`src/rtl/ifetch.sv`:
```
// ============================================================================
// Module   : ifetch
// Purpose  : Instruction fetch stage: sequential PC generation, credit-limited
//            imem requests, in-order response FIFO and redirect flushing.
// Revision : 1.0 - initial release
// ============================================================================
`default_nettype none

module ifetch #(
    parameter logic [31:0] RESET_PC = 32'h0000_0000,
    parameter int          DEPTH    = 4
) (
    input  logic        clk,
    input  logic        rst,
    output logic        imem_req_valid,
    input  logic        imem_req_ready,
    output logic [31:0] imem_req_addr,
    input  logic        imem_rsp_valid,
    input  logic [31:0] imem_rsp_data,
    input  logic        redirect_valid,
    input  logic [31:0] redirect_pc,
    output logic        inst_valid,
    input  logic        inst_ready,
    output logic [31:0] inst,
    output logic [31:0] inst_pc
);

    localparam int PTR_W = $clog2(DEPTH);
    localparam int CNT_W = PTR_W + 1;
    localparam int SUM_W = CNT_W + 2;

    logic [31:0]      pc_q,       pc_d;
    logic [31:0]      rsp_pc_q,   rsp_pc_d;
    logic [CNT_W-1:0] inflight_q, inflight_d;
    logic [CNT_W-1:0] drop_q,     drop_d;
    logic [CNT_W-1:0] count_q,    count_d;
    logic [PTR_W-1:0] rd_ptr_q,   rd_ptr_d;
    logic [PTR_W-1:0] wr_ptr_q,   wr_ptr_d;

    logic [31:0] data_mem_q [DEPTH];
    logic [31:0] pc_mem_q   [DEPTH];

    logic [SUM_W-1:0] w_occupancy;
    logic             w_credit_ok;
    logic             w_req_fire;
    logic             w_push;
    logic             w_pop;
    logic             w_unused_lsb;

    // Every issued or pending response reserves a FIFO slot, so the FIFO cannot overflow.
    assign w_occupancy    = SUM_W'(inflight_q) + SUM_W'(drop_q) + SUM_W'(count_q);
    assign w_credit_ok    = w_occupancy < SUM_W'(DEPTH);
    assign imem_req_valid = !rst && !redirect_valid && w_credit_ok;
    assign imem_req_addr  = pc_q;
    assign w_req_fire     = imem_req_valid && imem_req_ready;
    assign w_push         = imem_rsp_valid && (drop_q == '0) && !redirect_valid;
    assign w_pop          = (count_q != '0) && inst_ready;
    assign w_unused_lsb   = ^redirect_pc[1:0];

    assign inst_valid = (count_q != '0);
    assign inst       = data_mem_q[rd_ptr_q];
    assign inst_pc    = pc_mem_q[rd_ptr_q];

    always_comb begin
        pc_d       = pc_q;
        rsp_pc_d   = rsp_pc_q;
        inflight_d = inflight_q;
        drop_d     = drop_q;
        count_d    = count_q;
        rd_ptr_d   = rd_ptr_q;
        wr_ptr_d   = wr_ptr_q;
        if (redirect_valid) begin
            pc_d       = {redirect_pc[31:2], 2'b00};
            rsp_pc_d   = {redirect_pc[31:2], 2'b00};
            count_d    = '0;
            rd_ptr_d   = '0;
            wr_ptr_d   = '0;
            inflight_d = '0;
            // A response landing this cycle retires one outstanding request, live or stale.
            drop_d     = drop_q + inflight_q - CNT_W'(imem_rsp_valid);
        end else begin
            if (w_req_fire) begin
                pc_d = pc_q + 32'd4;
            end
            if (imem_rsp_valid && (drop_q != '0)) begin
                drop_d = drop_q - CNT_W'(1);
            end
            if (w_push) begin
                rsp_pc_d = rsp_pc_q + 32'd4;
                wr_ptr_d = wr_ptr_q + PTR_W'(1);
            end
            if (w_pop) begin
                rd_ptr_d = rd_ptr_q + PTR_W'(1);
            end
            inflight_d = inflight_q + CNT_W'(w_req_fire) - CNT_W'(w_push);
            count_d    = count_q + CNT_W'(w_push) - CNT_W'(w_pop);
        end
    end

    always_ff @(posedge clk or posedge rst) begin
        if (rst) begin
            pc_q       <= RESET_PC;
            rsp_pc_q   <= RESET_PC;
            inflight_q <= '0;
            drop_q     <= '0;
            count_q    <= '0;
            rd_ptr_q   <= '0;
            wr_ptr_q   <= '0;
        end else begin
            pc_q       <= pc_d;
            rsp_pc_q   <= rsp_pc_d;
            inflight_q <= inflight_d;
            drop_q     <= drop_d;
            count_q    <= count_d;
            rd_ptr_q   <= rd_ptr_d;
            wr_ptr_q   <= wr_ptr_d;
        end
    end

    always_ff @(posedge clk or posedge rst) begin
        if (rst) begin
            for (int i = 0; i < DEPTH; i++) begin
                data_mem_q[i] <= '0;
                pc_mem_q[i]   <= '0;
            end
        end else if (w_push) begin
            data_mem_q[wr_ptr_q] <= imem_rsp_data;
            pc_mem_q[wr_ptr_q]   <= rsp_pc_q;
        end
    end

endmodule

`default_nettype wire

```
`config.mk`:
```
export PLATFORM = sky130hd
export DESIGN_NAME = ifetch
export DESIGN_NICKNAME = d
export VERILOG_FILES = /design/src/rtl/ifetch.sv
export SDC_FILE = /design/constraint.sdc
export NUM_CORES = 1
export LEC_CHECK = 0
export ABC_AREA = 1
export CAP_MARGIN = 10
export CORE_MARGIN = 4
export CORE_UTILIZATION = 58
export DETAILED_ROUTE_END_ITERATION = 16
export DONT_BUFFER_PORTS = 1
export PLACE_DENSITY = 0.87
export RECOVER_POWER = 25
export REMOVE_ABC_BUFFERS = 1
export SLEW_MARGIN = 25
export SYNTH_ARGS = -nofsm -noshare
export SYNTH_HDL_FRONTEND = slang
export SYNTH_SLANG_ARGS = --single-unit
```
`constraint.sdc`:
```
create_clock -name clk -period 12.51 [get_ports clk]
set_input_delay 2.502 -clock clk [delete_from_list [all_inputs] [get_ports clk]]
set_output_delay 2.502 -clock clk [all_outputs]
set_load 0.02 [all_outputs]
```
[After elaboration in Yosys (flattened, before gate mapping)]
Index checks and enable logic that the tools add are counted.
Storage, ports and cells
  bits in latches: 0
  output and inout bits: 98
  bits in read-only memories: 0
  bits in writable memories: 0
  input bits: 70
  register bits: 333
  memories kept: 0
Cells by class
  divide/modulo/power cells: 0
  reductions and logical operators: 17
  shift-type cells: 0
  $add $sub $neg: 13
  bitwise operators: 2
  multiply operators: 0
  eq/ne operators: 0
  muxes and demuxes: 22
  order comparisons: 4
Operators by type and width (count)
  $mux 32: 9
  $bwmux 128: 2
  $bmux 32 s2: 2
  $add 32x3->32 const B: 2
  $demux 32 s2: 1
  $mux 3: 4
  $sub 3x1->3: 3
  $logic_and 1x1->1: 8
  $mux 2: 4
  $reduce_bool 2->1: 4
  $add 3x1->3: 2
  $ge 3x3->1 const B: 2
  $not 2->3: 2
  $reduce_bool 3->1: 2
  $add 4x3->5: 1
  $lt 5x3->1 const B: 1
  $add 2x1->2 const B: 2
  $add 3x3->4: 1
  $add 3x3->3: 1
  $logic_not 3->1: 1
  $lt 3x1->1 const B: 1
  $sub 3x1->3 const B: 1
  $logic_not 1->1: 2

[Logic depth before layout (Yosys ltp)]
  word-level depth: 8
  mapped depth: 17

[Worst setup path before layout]
Ideal clock, no wire load.
  path type: input-to-output
  start point: input rst
  end point: output imem_req_valid
  path buffers: 0
  stages on the path: 5
  required time: 10.008 ns
  arrival time: 10.049 ns
  path slack: -0.041 ns
  cell sequence: inv_1 -> nand2_2 -> a211oi_4 -> nand2_1 -> inv_1
On the way
  longest elaborated chain between the ends: 3
RTL lines
  from (decl): line 14  | input logic rst,
  $logic_not 1->1 (no line)
  $logic_and 1x1->1 (2 in series): line 53  | assign imem_req_valid = !rst && !redirect_valid && w_credit_ok;
  to (decl): line 15  | output logic imem_req_valid,
No other way between the ends.

[Worst setup path after layout]
  start point: input redirect_valid
  end point: output imem_req_valid
On the way
  longest elaborated chain between the ends: 3
RTL lines
  from (decl): line 20  | input logic redirect_valid,
  $logic_not 1->1: line 53
  $logic_and 1x1->1 (2 in series): line 53
No other way between the ends.

==> flow_metrics.env <==
export IMPL_status="complete, but fails checks"
export IMPL_violations="capacitance limit, slew limit"
export IMPL_gp_congestion=0.934
export IMPL_drt_iter0_drc=1454
export IMPL_async_flop_share=1.00
export IMPL_drtPass1Iterations=7
export IMPL_crit_path_start_kind="primary input"
export IMPL_cp_num_buf_inv=2
export IMPL_ant_nets=0
export IMPL_crit_path_top_delay_cell="clkinvlp_2"
export IMPL_synth_cell_types=39
export IMPL_vdd_drop_max_uv=111
export IMPL_post_route_drc_count=0
export IMPL_postSynthCellCount=1964
export IMPL_cp_end_kind="output pin"
export IMPL_layout_drive_gt1_share=0.0437
export IMPL_portBuffers=0
export IMPL_cts_resized=0
export IMPL_fill_cells=2217
export IMPL_h_tree_depth=2
export IMPL_insertion_delay_ns=0.51
export IMPL_grt_pass1_wl_mm=64.3
export IMPL_hold_violations=0
export IMPL_fmax_mhz=149
export IMPL_synth_edf_count=0
export IMPL_yosys_warnings=0
export IMPL_synth_avg_cell_area_um2=8.01
export IMPL_p_leak_nw=7.91
export IMPL_yosysMostFrequentCell="nand2_1"
export IMPL_placedCellCount=2203
export IMPL_fp_row_count=60
export IMPL_slew_limit_headroom=-0.924
export IMPL_clk_pin_slew_ns=0.06
export IMPL_antenna_found_initial=0
export IMPL_grt_overflow_total=0
export IMPL_worstPathArrival_ns=4.22
export IMPL_cts_tree="done"
export IMPL_fp_dieH_um=173
export IMPL_io_pins=168
export IMPL_clkSinkCount=321
export IMPL_hold_path_class="register to register"
export IMPL_cts_path_max_buffers=3
export IMPL_synth_top_area_frac=0.511
export IMPL_initial_core_util=0.587
export IMPL_fin_tns_setup_ns=0
export IMPL_grt_total_usage=0.255
export IMPL_cts_hold_buf=0
export IMPL_post_cts_buffers=0
export IMPL_crit_family="buffers and inverters"
export IMPL_die_x_um=173
export IMPL_slowest_delay_ns=1.04
export IMPL_synth_seq_area_share=0.511
export IMPL_fin_crit_sh=0.538
export IMPL_path_cells="clkinvlp_2, nand2_2, a211oi_4, nand2_1, inv_1"
export IMPL_synth_area_mm2=0.0157
export IMPL_worstSetupPathType="primary input to output pin"
export IMPL_p_per_area_mw_per_mm2=206
export IMPL_synth_top_cell_by_area="dfrtp_1"
export IMPL_grt_max_degree=125
export IMPL_skew_ns=0.0242
export IMPL_fp_dieArea_mm2=0.0298
export IMPL_grt_setup_unrepaired="no"
export IMPL_place_hpwl_mm=23.7
export IMPL_final_nets=1994
export IMPL_synth_area_top_cells="dfrtp_1, o21ai_0, nand2_1"
export IMPL_cts_root_buf="clkbuf_16"
export IMPL_via_per_inst=5.85
export IMPL_first_global_vias=12800
export IMPL_ys_flop_type="dfrtp_1"
export IMPL_coreArea_mm2=0.0268
export IMPL_fin_cells=2264
export IMPL_numCtsBuffers=35
export IMPL_wl_mm=38.6
export IMPL_final_min_clock_period_ns=6.73
export IMPL_synthTopCellsByCount="nand2_1, o21ai_0, dfrtp_1, nor2_1, inv_1"
export IMPL_path_max_fanout=55
export IMPL_antenna_cells=0
export IMPL_vias=13200
export IMPL_post_drt_wl_per_cell_um=17.1
export IMPL_required_ns=10.01
export IMPL_synth_seq_cells=321
export IMPL_slew_viol_final=82
export IMPL_syn2layout_area_growth_pct=6.68
export IMPL_whs_ns=0.477
export IMPL_tightestPinTransition_ns=2.89
export IMPL_max_cap_viol_count=2
export IMPL_setup_viol=0
cells in the final DEF (no fill, tap or decap), types with 2 or more instances in the layout:
cell,synthesis,routed
o211ai_1,7,7
o21ai_1,4,4
conb_1,1,4
inv_2,3,4
dfrtp_1,321,319
a31oi_1,2,2
buf_6,4,3
o21a_1,4,4
o22ai_1,63,63
xnor2_1,11,11
clkbuf_8,0,5
nor2_1,210,211
nand3_1,69,70
nand2_2,8,4
nor2_4,3,3
nand3b_1,10,10
xor2_1,16,16
inv_1,125,124
nand4_1,12,12
clkinv_2,0,7
clkbuf_16,0,35
buf_4,6,7
nor2_2,3,3
ha_1,18,18
clkinvlp_4,0,3
o221ai_1,3,3
nor3_1,3,3
nand2_1,517,520
fa_1,6,6
a21oi_1,14,14
o21bai_1,4,4
clkbuf_1,65,10
o21ai_0,401,401
worst register-to-register path, delay by kind of cell, from the launching register on:
| kind | cells | cell delay, ns |
|---|---|---|
| compound gates | 1 | 0.11 |
| simple gates | 4 | 3.09 |
| buf+inv | 2 | 0.90 |
| fa+ha+maj | 1 | 0.21 |
| flops | 1 | 0.36 |
routing by layer:
| layer | up-vias | global-route usage | part of all wire |
|---|---|---|---|
| met4 | 0 | 0.0645 | 0.020 |
| met3 | 63 | 0.0444 | 0.084 |
| met5 | - | 0 | 0 |
| met2 | 583 | 0.411 | 0.46 |
| li1 | 6289 | - | - |
| met1 | 6307 | 0.365 | 0.43 |
final timing paths:
path	cells past startpoint	slack, ns	startpoint	end
worst max register to register	8	7.67	drop_q[1]	data_mem_q[85]
worst max-delay path	5	5.78	redirect_valid	imem_req_valid
worst min register to register	2	0.48	data_mem_q[52]	data_mem_q[52]
worst min-delay path	2	0.48	data_mem_q[52]	data_mem_q[52]
min in group asynchronous	1	1.94	rst	data_mem_q[118]
max in group asynchronous	3	6.09	rst	rd_ptr_q[0]
power breakdown:
part	leakage [nW]	internal, mW	total, mW	switching, mW
logic	3.11	0.301	1.05	0.752
clock network	0.523	0.566	0.972	0.405
registers	4.28	1.24	1.43	0.198
total	7.91	2.10	3.46	1.36
through the flow:
stage	setup slack [ns]	utilization	instance area, µm²	total power [mW]
finish	5.78	0.626	16800	3.46
global route	5.13	0.626	16800	3.68
CTS	6.35	0.628	16800	3.48
detailed placement	6.36	0.588	15800	2.50
global placement	6.38	0.588	15700	2.45
floorplan	-0.0410	-	15200	2.24
registers in the layout, summed over array words and instances, names as in the netlist:
| signal | flops |
|---|---|
| drop_q | 3 |
| imem_req_addr | 30 |
| rd_ptr_q | 2 |
| data_mem_q | 128 |
| inflight_q | 3 |
| count_q | 3 |
| wr_ptr_q | 2 |
| pc_mem_q | 120 |
| rsp_pc_q | 30 |
layout make-up:
cell class,count,area [µm²],share of cell area
clock inverters,12,100,0.00596
flip-flops and latches,321,8040,0.479
clock buffers,48,975,0.0581
inverters,131,502,0.0299
multi-input cells,1399,6650,0.396
well taps,341,427,0.0254
repair buffers,12,93.8,0.00559
logic make-up after synthesis:
logic type,synth area share
AOI/OAI and AO/OA,0.170
xor gates and xnor gates,0.0150
adders and majority gates,0.0220
buffers and inverters,0.0655
DFF,0.511
other,0.000238
and+or+nand+nor,0.216
(Power assumes the default switching activity.)
